### config.mk
export PLATFORM = sky130hd
export DESIGN_NAME = seg7_scan_ctrl_flat
export DESIGN_NICKNAME = d
export VERILOG_FILES = /design/src/rtl/seg7_pkg.sv /design/src/rtl/seg7_scan_ctrl_if.sv /design/src/rtl/hex_to_seg7.sv /design/src/rtl/seg7_scan_ctrl.sv /design/src/flat_wrapper.sv
export SDC_FILE = /design/constraint.sdc
export NUM_CORES = 1
export LEC_CHECK = 0
export ABC_CLOCK_PERIOD_IN_PS = 3400
export BUFFER_PORTS_ARGS = -buffer_cell sky130_fd_sc_hd__buf_2
export CORE_ASPECT_RATIO = 0.75
export CORE_MARGIN = 8
export CORE_UTILIZATION = 42
export CTS_BUF_LIST = sky130_fd_sc_hd__clkbuf_4 sky130_fd_sc_hd__clkbuf_8
export DETAILED_ROUTE_END_ITERATION = 10
export SLEW_MARGIN = 25
export SYNTH_ARGS = -nofsm -noshare
export SYNTH_HDL_FRONTEND = slang
export SYNTH_SLANG_ARGS = --single-unit
export TNS_END_PERCENT = 100
### constraint.sdc
create_clock -name clk -period 3.4 [get_ports clk]
set_clock_uncertainty 0.2 [all_clocks]
set_input_delay 0 -clock clk [delete_from_list [all_inputs] [get_ports clk]]
set_output_delay 0 -clock clk [all_outputs]
set_load 0.05 [all_outputs]
### src/rtl/seg7_pkg.sv
// Shared constants and types for the seven-segment scan controller:
// hex segment codes, all-off patterns, digit limits and the display word.
package seg7_pkg;

    // Hard upper limit on scanned digits; the host word is always 8 nibbles.
    localparam int MAX_DIGITS = 8;
    localparam int MAX_IDX_W  = 3;

    // All-off patterns in the active-high view; polarity is applied at the pins.
    localparam logic [7:0] SEG_OFF = 8'h00;
    localparam logic [7:0] AN_OFF  = 8'h00;

    // Active-high {g,f,e,d,c,b,a} codes for hex digits 0..F.
    localparam logic [6:0] HEX_SEG [16] = '{
        7'h3F, 7'h06, 7'h5B, 7'h4F, 7'h66, 7'h6D, 7'h7D, 7'h07,
        7'h7F, 7'h6F, 7'h77, 7'h7C, 7'h39, 7'h5E, 7'h79, 7'h71
    };

    // One complete display image: nibbles, decimal points and digit enables.
    typedef struct packed {
        logic [MAX_DIGITS-1:0][3:0] data;
        logic [MAX_DIGITS-1:0]      dp;
        logic [MAX_DIGITS-1:0]      en;
    } disp_word_t;

    // Converts an active-high pattern to the pin polarity.
    function automatic logic [7:0] apply_polarity(input logic [7:0] v, input bit act_low);
        return act_low ? ~v : v;
    endfunction

endpackage

### src/rtl/seg7_scan_ctrl_if.sv
// Host/display bundle for the scan controller: scan tick, load strobe with
// its data word, and the segment/anode/frame outputs.
interface seg7_scan_ctrl_if;
    import seg7_pkg::*;

    logic                      scan_clk;
    logic                      load;
    logic [4*MAX_DIGITS-1:0]   data_in;
    logic [MAX_DIGITS-1:0]     dp_in;
    logic [MAX_DIGITS-1:0]     en_in;
    logic [7:0]                seg_out;
    logic [7:0]                an_out;
    logic                      frame_done;

    // Host side: drives the tick and the load word, observes the display.
    modport master (
        output scan_clk, load, data_in, dp_in, en_in,
        input  seg_out, an_out, frame_done
    );

    // Controller side.
    modport slave (
        input  scan_clk, load, data_in, dp_in, en_in,
        output seg_out, an_out, frame_done
    );

endinterface

### src/rtl/hex_to_seg7.sv
// Combinational hex decoder: nibble plus decimal point to an active-high
// {dp,g,f,e,d,c,b,a} pattern. Pin polarity is handled by the caller.
module hex_to_seg7
    import seg7_pkg::*;
(
    input  logic [3:0] nibble,
    input  logic       dp,
    output logic [7:0] code
);

    // Table lookup with the decimal point on bit 7.
    always_comb begin
        code = {dp, HEX_SEG[nibble]};
    end

endmodule

### src/rtl/seg7_scan_ctrl.sv
// Time-multiplexed seven-segment scan controller. A rising edge of scan_clk
// (sampled in the clk domain) advances one digit. The host word is held in a
// shadow register and copied to the displayed word only when the digit index
// wraps, so a frame never mixes old and new data.
module seg7_scan_ctrl
    import seg7_pkg::*;
#(
    parameter int DIGITS      = 8,
    parameter bit SEG_ACT_LOW = 1'b1,
    parameter bit AN_ACT_LOW  = 1'b1
) (
    input  logic               clk,
    input  logic               rst,
    seg7_scan_ctrl_if.slave    bus
);

    localparam int                IDX_W    = (DIGITS > 1) ? $clog2(DIGITS) : 1;
    localparam logic [IDX_W-1:0]  LAST_IDX = IDX_W'(DIGITS - 1);
    localparam logic [7:0]        SEG_RST  = apply_polarity(SEG_OFF, SEG_ACT_LOW);
    localparam logic [7:0]        AN_RST   = apply_polarity(AN_OFF, AN_ACT_LOW);

    // Scan-tick edge detector and digit index.
    logic                  sc_q, sc_d;
    logic [IDX_W-1:0]      idx_q, idx_d;
    logic                  strobe;
    logic                  wrap;

    // Double buffer: host writes shadow, frame wrap moves it to active.
    disp_word_t            shadow_q, shadow_d;
    disp_word_t            active_q, active_d;
    logic                  pending_q, pending_d;

    // Registered outputs.
    logic                  frame_done_q, frame_done_d;
    logic [7:0]            seg_q, seg_d;
    logic [7:0]            an_q, an_d;

    // Current scan slot as seen by the output stage.
    logic [MAX_IDX_W-1:0]  idx_ext;
    logic [3:0]            cur_nibble;
    logic                  cur_dp;
    logic                  cur_en;
    logic [7:0]            cur_code;
    logic [7:0]            seg_hi;
    logic [7:0]            an_hi;

    // Edge detect, index advance/wrap and shadow/active/pending update.
    always_comb begin
        // NOTE: every _d takes its hold value first, so no path through this block can infer a latch.
        sc_d         = bus.scan_clk;
        idx_d        = idx_q;
        shadow_d     = shadow_q;
        active_d     = active_q;
        pending_d    = pending_q;
        frame_done_d = 1'b0;

        strobe = bus.scan_clk & ~sc_q;
        wrap   = strobe && (idx_q == LAST_IDX);

        if (strobe) begin
            if (wrap) begin
                idx_d        = '0;
                frame_done_d = 1'b1;
                // Only a word that was already waiting is promoted; a load in
                // this same cycle lands in shadow and waits one more frame.
                if (pending_q) begin
                    active_d  = shadow_q;
                    pending_d = 1'b0;
                end
            end else begin
                idx_d = idx_q + IDX_W'(1);
            end
        end

        // Later loads within a frame simply overwrite the shadow word.
        if (bus.load) begin
            shadow_d  = {bus.data_in, bus.dp_in, bus.en_in};
            pending_d = 1'b1;
        end
    end

    // Select the nibble, dp and enable for the digit currently being scanned.
    always_comb begin
        idx_ext    = MAX_IDX_W'(idx_q);
        cur_nibble = active_q.data[idx_ext];
        cur_dp     = active_q.dp[idx_ext];
        cur_en     = active_q.en[idx_ext];
    end

    hex_to_seg7 u_hex_to_seg7 (
        .nibble (cur_nibble),
        .dp     (cur_dp),
        .code   (cur_code)
    );

    // Output stage: one-hot anode and decoded segments, blanked slots fully dark.
    always_comb begin
        seg_hi = SEG_OFF;
        an_hi  = AN_OFF;
        if (cur_en) begin
            seg_hi = cur_code;
            an_hi  = 8'h01 << idx_ext;
        end
        seg_d = apply_polarity(seg_hi, SEG_ACT_LOW);
        an_d  = apply_polarity(an_hi, AN_ACT_LOW);
    end

    // State and output registers with immediate asynchronous reset.
    always_ff @(posedge clk or posedge rst) begin
        if (rst) begin
            sc_q         <= 1'b0;
            idx_q        <= '0;
            // NOTE: the shadow and active words are reset like any other flop so the display is defined from the first frame.
            shadow_q     <= '0;
            active_q     <= '0;
            pending_q    <= 1'b0;
            frame_done_q <= 1'b0;
            seg_q        <= SEG_RST;
            an_q         <= AN_RST;
        end else begin
            // NOTE: non-blocking assignments so every register samples the pre-edge values.
            sc_q         <= sc_d;
            idx_q        <= idx_d;
            shadow_q     <= shadow_d;
            active_q     <= active_d;
            pending_q    <= pending_d;
            frame_done_q <= frame_done_d;
            seg_q        <= seg_d;
            an_q         <= an_d;
        end
    end

    assign bus.seg_out    = seg_q;
    assign bus.an_out     = an_q;
    assign bus.frame_done = frame_done_q;

endmodule

### src/flat_wrapper.sv
// flat-port wrapper written by rule: the top's interface ports become plain ports
module seg7_scan_ctrl_flat import seg7_pkg::*;
#(
    parameter int DIGITS      = 8,
    parameter bit SEG_ACT_LOW = 1'b1,
    parameter bit AN_ACT_LOW  = 1'b1
)
  (clk, rst, bus_scan_clk, bus_load, bus_data_in, bus_dp_in, bus_en_in, bus_seg_out, bus_an_out, bus_frame_done);
  seg7_scan_ctrl_if bus_i ();
  input  logic clk;
  input  logic rst;
  input wire logic [$bits(bus_i.scan_clk)-1:0] bus_scan_clk;
  input wire logic [$bits(bus_i.load)-1:0] bus_load;
  input wire logic [$bits(bus_i.data_in)-1:0] bus_data_in;
  input wire logic [$bits(bus_i.dp_in)-1:0] bus_dp_in;
  input wire logic [$bits(bus_i.en_in)-1:0] bus_en_in;
  output wire logic [$bits(bus_i.seg_out)-1:0] bus_seg_out;
  output wire logic [$bits(bus_i.an_out)-1:0] bus_an_out;
  output wire logic [$bits(bus_i.frame_done)-1:0] bus_frame_done;
  assign bus_i.scan_clk = bus_scan_clk;
  assign bus_i.load = bus_load;
  assign bus_i.data_in = bus_data_in;
  assign bus_i.dp_in = bus_dp_in;
  assign bus_i.en_in = bus_en_in;
  assign bus_seg_out = bus_i.seg_out;
  assign bus_an_out = bus_i.an_out;
  assign bus_frame_done = bus_i.frame_done;
  seg7_scan_ctrl #(.DIGITS(DIGITS), .SEG_ACT_LOW(SEG_ACT_LOW), .AN_ACT_LOW(AN_ACT_LOW)) u_core (.clk(clk), .rst(rst), .bus(bus_i));
endmodule
# == Word level (Yosys, flattened, before mapping) ==
# Memories as Yosys holds them, arrays and structs flattened.
# Cells that the tools add are included.
# word_totals
mem_count,1
mem_bits_rw,0
rom_bits,112
latchBits,0
reg_bits,118
# mem_list
memory,words,width,rd,rd_ports_with_merged_regs,wr,line,source
(name not given),16,7,1,0,0,hex_to_seg7.sv:13,"code = {dp, HEX_SEG[nibble]};"
# classes
mul,0
muxes,16
n_div,0
shifts,1
add_sub_neg,1
n_bitwise,5
reduce_logical,5
n_eq_ne,1
magnitude_cmp,2
# ops
op,count
8-bit 2-to-1 mux,2
8-bit inverter,2
7-bit 2-to-1 mux,2
4-bit binary-select mux with 3-bit select,1
"1-bit by 3-bit << shifter with 8-bit output, first input constant",1
1-bit 2-to-1 mux,7
1-bit binary-select mux with 3-bit select,2
"5-bit greater-or-equal comparator, second input constant",1
4-bit inverter with 5-bit output,1
"3-bit by 4-bit < comparator with 1-bit output, second input constant",1
4-bit 2-to-1 mux,1
2-bit nonzero test,2
"3-bit by 1-bit adder with 3-bit output, second input constant",1
"3-bit == test, second input constant",1
3-bit 2-to-1 mux,1
3-bit AND reduction,1
2-bit AND reduction,1
1-bit AND,1
1-bit logical AND,1
1-bit inverter,1

# == Logic depth before layout (Yosys ltp) ==
# Gate-level depths: netlist (run 1).
# depth
ltp_word,8
ltp_mapped,10
mapped_depth_nobuf,9

# == Modules after synthesis ==
# Synthesis (run 1) repeated with hierarchy kept, for this count alone.
# hier_totals
hier_cells,338
area_unflattened_um2,5071.1
# by_module_without_submodules
module,seq_area_each_um2,cells_each,instances,area_each_um2
seg7_scan_ctrl,2972.9,304,1,4775.8
hex_to_seg7,0.0,34,1,295.3

# == Worst setup path before layout (run 1) ==
# Ideal clock, no wire load.
# synth_timing
path_type,flip-flop to flip-flop
start,"register u_core.idx_q[1], in the netlist u_core.idx_ext[1]"
end,"register u_core.seg_q[0], in the netlist u_core.bus.seg_out[0]"
path_buffers,2
slack_ns,1.034
path_stages_with_launch,9
arrival_ns,2.080
t_required_ns,3.114
path_cell_list,dfrtp_1 > buf_6 > buf_6 > mux4_2 > mux2i_4 > inv_1 > ha_1 > nor4_2 > o31ai_2
# synth_via
elab_chain_cells,8
elab_cells_between_ends,10
classes_between,mux: 7; bitwise: 2; memory: 1
# synth_rtl
item,line,source
from (decl),seg7_scan_ctrl.sv:24,"logic [IDX_W-1:0] idx_q, idx_d;"
from (signal assigned),seg7_scan_ctrl.sv:123,idx_q <= idx_d;
4-bit binary-select mux with 3-bit select,seg7_scan_ctrl.sv:85,cur_nibble = active_q.data[idx_ext];
4-bit 2-to-1 mux (implied by the code),seg7_scan_ctrl.sv:85,
4-bit inverter with 5-bit output (implied by the code),hex_to_seg7.sv:13,
memory read 16 x 7 bit,-,
7-bit 2-to-1 mux (implied by the code) (2 in a row),hex_to_seg7.sv:13,
8-bit 2-to-1 mux (*),seg7_scan_ctrl.sv:100,if (cur_en) begin
8-bit inverter (*),seg7_pkg.sv:28,return act_low ? ~v : v;
via u_core.seg_d[0],seg7_scan_ctrl.sv:35,"logic [7:0] seg_q, seg_d;"
to (signal assigned),seg7_scan_ctrl.sv:128,seg_q <= seg_d;
to (decl),seg7_scan_ctrl.sv:35,
# Mark *: on every way through the listed nets, which the timed path passes. The rest lies on a longest branch. The select of a mux whose other input is x is not followed.
# A chain may end at the register's enable or synchronous reset.

# == Final worst setup path (run 1) ==
# Ends and elaborated chain as after synthesis.

==> results of run 1 <==
## cells in the final DEF, fill, tap and decap left out, types with 2 or more instances in the layout
| cell | instances |
|---|---|
| ha_1 | 12 |
| a22o_1 | 2 |
| buf_2 | 67 |
| inv_2 | 3 |
| a211oi_1 | 2 |
| clkbuf_4 | 3 |
| inv_1 | 4 |
| clkinvlp_4 | 2 |
| dlygate4sd3_1 | 51 |
| nand3_1 | 3 |
| mux2i_4 | 2 |
| o21ai_0 | 5 |
| buf_12 | 2 |
| a22oi_1 | 3 |
| mux2_1 | 21 |
| a21oi_1 | 2 |
| nor2_1 | 3 |
| mux4_2 | 9 |
| nand2_1 | 19 |
| mux2i_1 | 9 |
| nor2b_1 | 3 |
| mux2_2 | 77 |
| and2_1 | 4 |
| dfstp_2 | 16 |
| clkinv_2 | 3 |
| o221ai_1 | 3 |
| buf_4 | 3 |
| dfrtp_1 | 102 |
| clkbuf_8 | 19 |
| bufinv_16 | 4 |
## critical path, cell delays in order (launching register included)
cell and delay, ps:
dfrtp_1 860, mux4_2 640, mux2i_4 270, inv_1 100, ha_1 250, nor4_2 310, o31ai_2 110
## per-stage QoR
step / hold slack, ps / total power [mW] / area [um2]
2_1_floorplan: -169 / 3.45 / 5080
3_3_place_gp: -48.9 / 3.80 / 5590
3_5_place_dp: -42.9 / 3.85 / 5590
4_1_cts: 34.5 / 5.31 / 6530
5_1_grt: 38.0 / 5.58 / 6540
6_report: 48.7 / 5.26 / 6540
## logic make-up after synthesis
group,count (synthesis)
mux,119
flops,118
simple gates,39
buf+inv,25
compound gates,24
fa+ha+maj,12
## where the power goes
group          switching, mW  total, mW  internal, mW
combinational          0.905       1.74         0.834
sequential             0.291       2.12          1.83
clock                  0.547       1.40         0.855
total                   1.74       5.26          3.52
## timing repair
item	CTS	global route
gates resized for setup	0	0
hold buffers	50	1
endpoints found under the hold margin	114	1
## routing by layer
metal	up-vias	wire (um)
met5	-	0
met4	0	152
met3	14	450
met2	59	4600
met1	1549	4960
li1	1451	-
## registers in the layout, indices dropped and copies added, names as in the netlist
signal and count:
u_core.active_q 48, u_core.bus.an_out 8, u_core.bus.frame_done 1, u_core.bus.seg_out 8, u_core.idx_ext 3, u_core.pending_q 1, u_core.sc_q 1, u_core.shadow_q 48
## path summary, 6_finish.rpt
path / end
max: u_core.bus.seg_out[0]$_DFF_PP1_
min: u_core.shadow_q[8]$_DFFE_PP0P_
max reg2reg: u_core.bus.seg_out[0]$_DFF_PP1_
min reg2reg: u_core.active_q[37]$_DFFE_PP0P_
max in group asynchronous: u_core.bus.seg_out[3]$_DFF_PP1_
min in group clk: u_core.sc_q$_DFF_PP0_
## layout make-up
cell class                      count  share of cell area
Tap cell                          162              0.0310
Multi-Input combinational cell    194               0.303
Clock buffer                       22              0.0434
Clock inverter                      9              0.0230
Sequential cell                   118               0.455
Inverter                            9             0.00555
Timing Repair Buffer              123               0.139
==> impl_metrics.env, run 1 <==
export IMPL_numCtsBuffers=17
export IMPL_area_growth_pct=28.7
export IMPL_arrival_ps=2970
export IMPL_hold_path_class="in -> async"
export IMPL_synth_ff_type="dfrtp_1"
export IMPL_dieArea_mm2=0.0159
export IMPL_io_pins=69
export IMPL_grt_max_degree=62
export IMPL_r2r_start="u_core.idx_ext[1]$_DFFE_PP0P_"
export IMPL_die_h_um=111
export IMPL_initial_core_util=0.434
export IMPL_clk_pin_slew_worst_paths_ps=70
export IMPL_cts_tree="done"
export IMPL_grt_overflow_total=0
export IMPL_syn_area_mm2=0.00508
export IMPL_drive_gt1_frac=0.461
export IMPL_place_ws_ps=538
export IMPL_synth_cell_types=41
export IMPL_leakage_nw=2.96
export IMPL_postCtsSetupBuffers=0
export IMPL_drt_initial_drc_count=88
export IMPL_die_w_um=143
export IMPL_globalplace_congestion=0.834
export IMPL_synthTopCellsByArea="dfrtp_1 50%, mux2_2 17%, dfstp_2 8.3%"
export IMPL_busiest_layer="met2"
export IMPL_cts_root_buf="clkbuf_8"
export IMPL_drtAntennaViolNets=0
export IMPL_critPathKind="reg -> reg"
export IMPL_hold_violations=0
export IMPL_power_density_mw_per_mm2=805
export IMPL_use_met2=0.199
export IMPL_cp_max_fo=18
export IMPL_syn_area_per_cell_um2=15.1
export IMPL_hpwl_mm=6.92
export IMPL_slew_viol_final=0
export IMPL_avgRoutedWirePerCell_um=16.0
export IMPL_multi_input_area_mm2=0.00198
export IMPL_register_area_mm2=0.00297
export IMPL_end_kind="flip-flop"
export IMPL_yosysSeqAreaShare=0.585
export IMPL_netlist_instances=337
export IMPL_drt_pre_antenna_iters=4
export IMPL_synth_nets=401
export IMPL_synth_adder_area_share=0.0296
export IMPL_io_buffer_count=68
export IMPL_final_cells=637
export IMPL_status="finished, final reports clean"
export IMPL_vias=3073
export IMPL_avgViaCountPerCell=4.82
export IMPL_antenna_found_initial=0
export IMPL_yosysTopAreaCellShare=0.502
export IMPL_fin_crit_ps=2830
export IMPL_cp_data_required_time_ps=3550
export IMPL_r2r_setup_slack_ps=570
export IMPL_clock_latency_ps=430
export IMPL_fmax_mhz=354
export IMPL_final_core_util=0.559
export IMPL_grt_use_total=0.138
export IMPL_postRouteWirelength_mm=10.2
export IMPL_antenna_cells=0
export IMPL_synthTopCellsByCount="102 x dfrtp_1, 77 x mux2_2, 21 x mux2_1"
export IMPL_met3_usage=0.0392
export IMPL_maxCapViolCount=0
export IMPL_synthMuxAreaShare=0.287
export IMPL_htreeDepth=4
export IMPL_yosys_area_share_simple=0.0387
export IMPL_yosys_cell_count_top_type="dfrtp_1"
export IMPL_grt_pass1_vias=3358
export IMPL_grt_first_pass_wirelength_mm=17.2
export IMPL_n_fill_cell=938
export IMPL_synth_xor_area_frac=0
export IMPL_synth_compound_area_frac=0.0352
export IMPL_use_met1=0.188
export IMPL_worst_slack_ps=574
export IMPL_rows=34
export IMPL_synth_top_cell_by_area="dfrtp_1"
export IMPL_yosysWarnings=0
export IMPL_clockBufferDepth=2
export IMPL_slew_headroom=0.470
export IMPL_cts_sinks=118
export IMPL_fin_nets=527
export IMPL_drc=0
export IMPL_ys_ff_latch=118
export IMPL_synth_edf_count=0
export IMPL_place_inst=555
export IMPL_tns_ps=0
export IMPL_synth_top_family_by_area="multiplexers"
export IMPL_rsz0062_at_grt="no"
export IMPL_rr_worst_depth=6
export IMPL_setup_viol=0
export IMPL_fp_coreArea_mm2=0.0117
export IMPL_start_kind="flip-flop"
export IMPL_critPathLaunch="u_core.idx_ext[1]$_DFFE_PP0P_"
export IMPL_tightest_slew_ps=795
export IMPL_peakVddDrop_uv=311
export IMPL_ys_async_sr_fraction=1.00
export IMPL_post_route_period_util=0.831
(Power assumes the default switching activity.)
==> run 2: changes to the inputs <==
Settings changed: ABC_AREA set to 1, ABC_CLOCK_PERIOD_IN_PS 3400 to 2900.
Clock period 3.4 ns to 2.9 ns, I/O delays scaled along.
==> run 2 against run 1 <==
- utilization is 2.1 points lower
- clock-buffer cell count did not move
- register-to-register slack got worse by 120 ps
- area after synthesis grew 3.7%
- synthesized cell count increased by 74%
- first-iteration DRC count grew to 2.6 times the previous value
- combinational power increased by 17%
- sequential cell count unchanged
- die area is 3.3% higher
- critical endpoint unchanged
- largest power group unchanged
- highest routed layer unchanged
==> impl_metrics.env, run 2 <==
export IMPL_avgViaCountPerCell=4.63
export IMPL_end_kind="flip-flop"
export IMPL_post_route_period_util=0.842
export IMPL_synth_cell_types=26
export IMPL_place_inst=798
export IMPL_slew_headroom=0.464
export IMPL_synthTopCellsByCount="156 x nand2_1, 102 x dfrtp_1, 78 x inv_1"
export IMPL_ys_async_sr_fraction=1.00
export IMPL_clockBufferDepth=2
export IMPL_maxCapViolCount=0
export IMPL_tns_ps=0
export IMPL_fin_nets=765
export IMPL_grt_overflow_total=0
export IMPL_hold_ws_ps=30.9
export IMPL_synthTopCellsByArea="dfrtp_1 48%, nand2_1 11%, dfstp_2 8.0%"
export IMPL_final_core_util=0.538
export IMPL_antenna_cells=0
export IMPL_postCtsSetupBuffers=0
export IMPL_avgRoutedWirePerCell_um=12.7
export IMPL_placed_cell_area_mm2=0.00570
export IMPL_dieArea_mm2=0.0164
export IMPL_hold_path_class="in -> reg"
export IMPL_drt_initial_drc_count=225
export IMPL_grt_pass1_vias=4286
export IMPL_io_buffer_count=68
export IMPL_peakVddDrop_uv=397
export IMPL_syn_area_mm2=0.00527
export IMPL_fin_total_pwr_mw=5.84
export IMPL_hold_violations=0
export IMPL_netlist_instances=587
export IMPL_slew_viol_final=0
export IMPL_numCtsBuffers=17
export IMPL_tightest_slew_ps=803
export IMPL_ys_ff_latch=118
export IMPL_fp_coreArea_mm2=0.0123
export IMPL_leakage_nw=3.23
export IMPL_io_pins=69
export IMPL_r2r_setup_slack_ps=460
export IMPL_die_h_um=113
export IMPL_cp_data_required_time_ps=3050
export IMPL_reg_top3="u_core.active_q x48, u_core.shadow_q x48"
export IMPL_yosysWarnings=0
export IMPL_mostFrequentLayoutCell="nand2_1"
export IMPL_power_density_mw_per_mm2=886
export IMPL_syn_area_per_cell_um2=8.98
export IMPL_drive_gt1_frac=0.221
export IMPL_register_area_mm2=0.00297
export IMPL_critPathKind="reg -> reg"
export IMPL_synth_edf_count=0
export IMPL_cts_root_buf="clkbuf_8"
export IMPL_grt_first_pass_wirelength_mm=19.9
export IMPL_initial_core_util=0.430
export IMPL_antenna_found_initial=0
export IMPL_place_ws_ps=466
export IMPL_status="finished, final reports clean"
export IMPL_cp_max_fo=28
export IMPL_setup_viol=0
export IMPL_drc=0
export IMPL_htreeDepth=4
export IMPL_final_cell_mix="156 x nand2_1, 102 x dfrtp_1, 77 x inv_1, 68 x buf_2, 55 x o21ai_0"
export IMPL_final_area_mm2=0.00660
export IMPL_n_fill_cell=1168
export IMPL_globalplace_congestion=0.823
export IMPL_hpwl_mm=7.61
export IMPL_start_kind="flip-flop"
export IMPL_fmax_mhz=409
export IMPL_synth_ff_type="dfrtp_1"
export IMPL_clock_latency_ps=430
export IMPL_postRouteWirelength_mm=11.1
export IMPL_arrival_ps=2600
export IMPL_clk_pin_slew_worst_paths_ps=70
export IMPL_cts_sinks=118
export IMPL_vias=4076
export IMPL_area_growth_pct=25.1
export IMPL_fin_crit_ps=2440
export IMPL_yosys_cell_count_top_type="nand2_1"
export IMPL_die_w_um=145
export IMPL_drtAntennaViolNets=0
export IMPL_yosysSeqAreaShare=0.564
export IMPL_synth_top_cell_by_area="dfrtp_1"
export IMPL_rows=35
export IMPL_drt_pre_antenna_iters=5
export IMPL_multi_input_area_mm2=0.00178
export IMPL_final_cells=880
export IMPL_rsz0062_at_grt="no"
export IMPL_synth_nets=651
export IMPL_worst_slack_ps=458
export IMPL_grt_use_total=0.147
export IMPL_yosysTopAreaCellShare=0.484
export IMPL_cts_tree="done"
export IMPL_grt_max_degree=98
-- run 2: per-layer routing --
layer / part of all wire / GRT usage / vias up
li1: - / - / 2071
met1: 0.50 / 0.191 / 1908
met2: 0.44 / 0.229 / 83
met3: 0.049 / 0.0467 / 14
met4: 0.010 / 0.0526 / 0
met5: 0 / 0 / -
-- run 2: kinds of logic (layout without fill, tap and decap cells) --
| group | count (synthesis) | in the layout | synth area share |
|---|---|---|---|
| buffers and inverters | 116 | 243 | 0.0990 |
| AO/OA/AOI/OAI | 112 | 112 | 0.109 |
| AND/OR/NAND/NOR | 229 | 229 | 0.199 |
| adder cells (fa/ha/maj) | 12 | 12 | 0.0285 |
| flip-flops | 118 | 118 | 0.564 |
-- run 2: where the power goes --
part           internal [mW]  switching, mW  leakage [nW]
sequential              2.08          0.264          1.46
clock                  0.840          0.626         0.209
combinational          0.703           1.33          1.56
-- run 2: what timing repair did --
action                    in CTS  in global routing
hold endpoints to repair      87                  0
resized for setup              0                  0
hold buffers                  50                  0
-- run 2: path summary, 6_finish.rpt --
kind,end,cells past startpoint,from
worst min register to register,u_core.active_q[47]$_DFFE_PP0P_,2,u_core.active_q[47]$_DFFE_PP0P_
min in group asynchronous,u_core.shadow_q[18]$_DFFE_PP0P_,3,rst
worst min-delay path,u_core.sc_q$_DFF_PP0_,2,bus_scan_clk
worst max register to register,u_core.bus.seg_out[0]$_DFF_PP1_,13,u_core.idx_ext[0]$_DFFE_PP0P_
worst max-delay path,u_core.bus.seg_out[0]$_DFF_PP1_,13,u_core.idx_ext[0]$_DFFE_PP0P_
max in group asynchronous,u_core.bus.seg_out[7]$_DFF_PP1_,4,rst
-- run 2: critical path, stage by stage (launching register included) --
cell	delay, ps
dfrtp_1	530
buf_4	310
inv_6	130
nand2_1	80
nand2_1	50
nand2_1	50
nand3_1	90
nand2_1	240
inv_2	80
ha_1	220
inv_1	120
nand3_1	90
nand3_1	90
nand3_1	80
-- run 2: layout make-up --
class	count	area share
Inverter	87	0.0508
Clock inverter	10	0.0156
Clock buffer	22	0.0440
Sequential cell	118	0.451
Tap cell	166	0.0315
Timing Repair Buffer	124	0.138
Multi-Input combinational cell	353	0.269
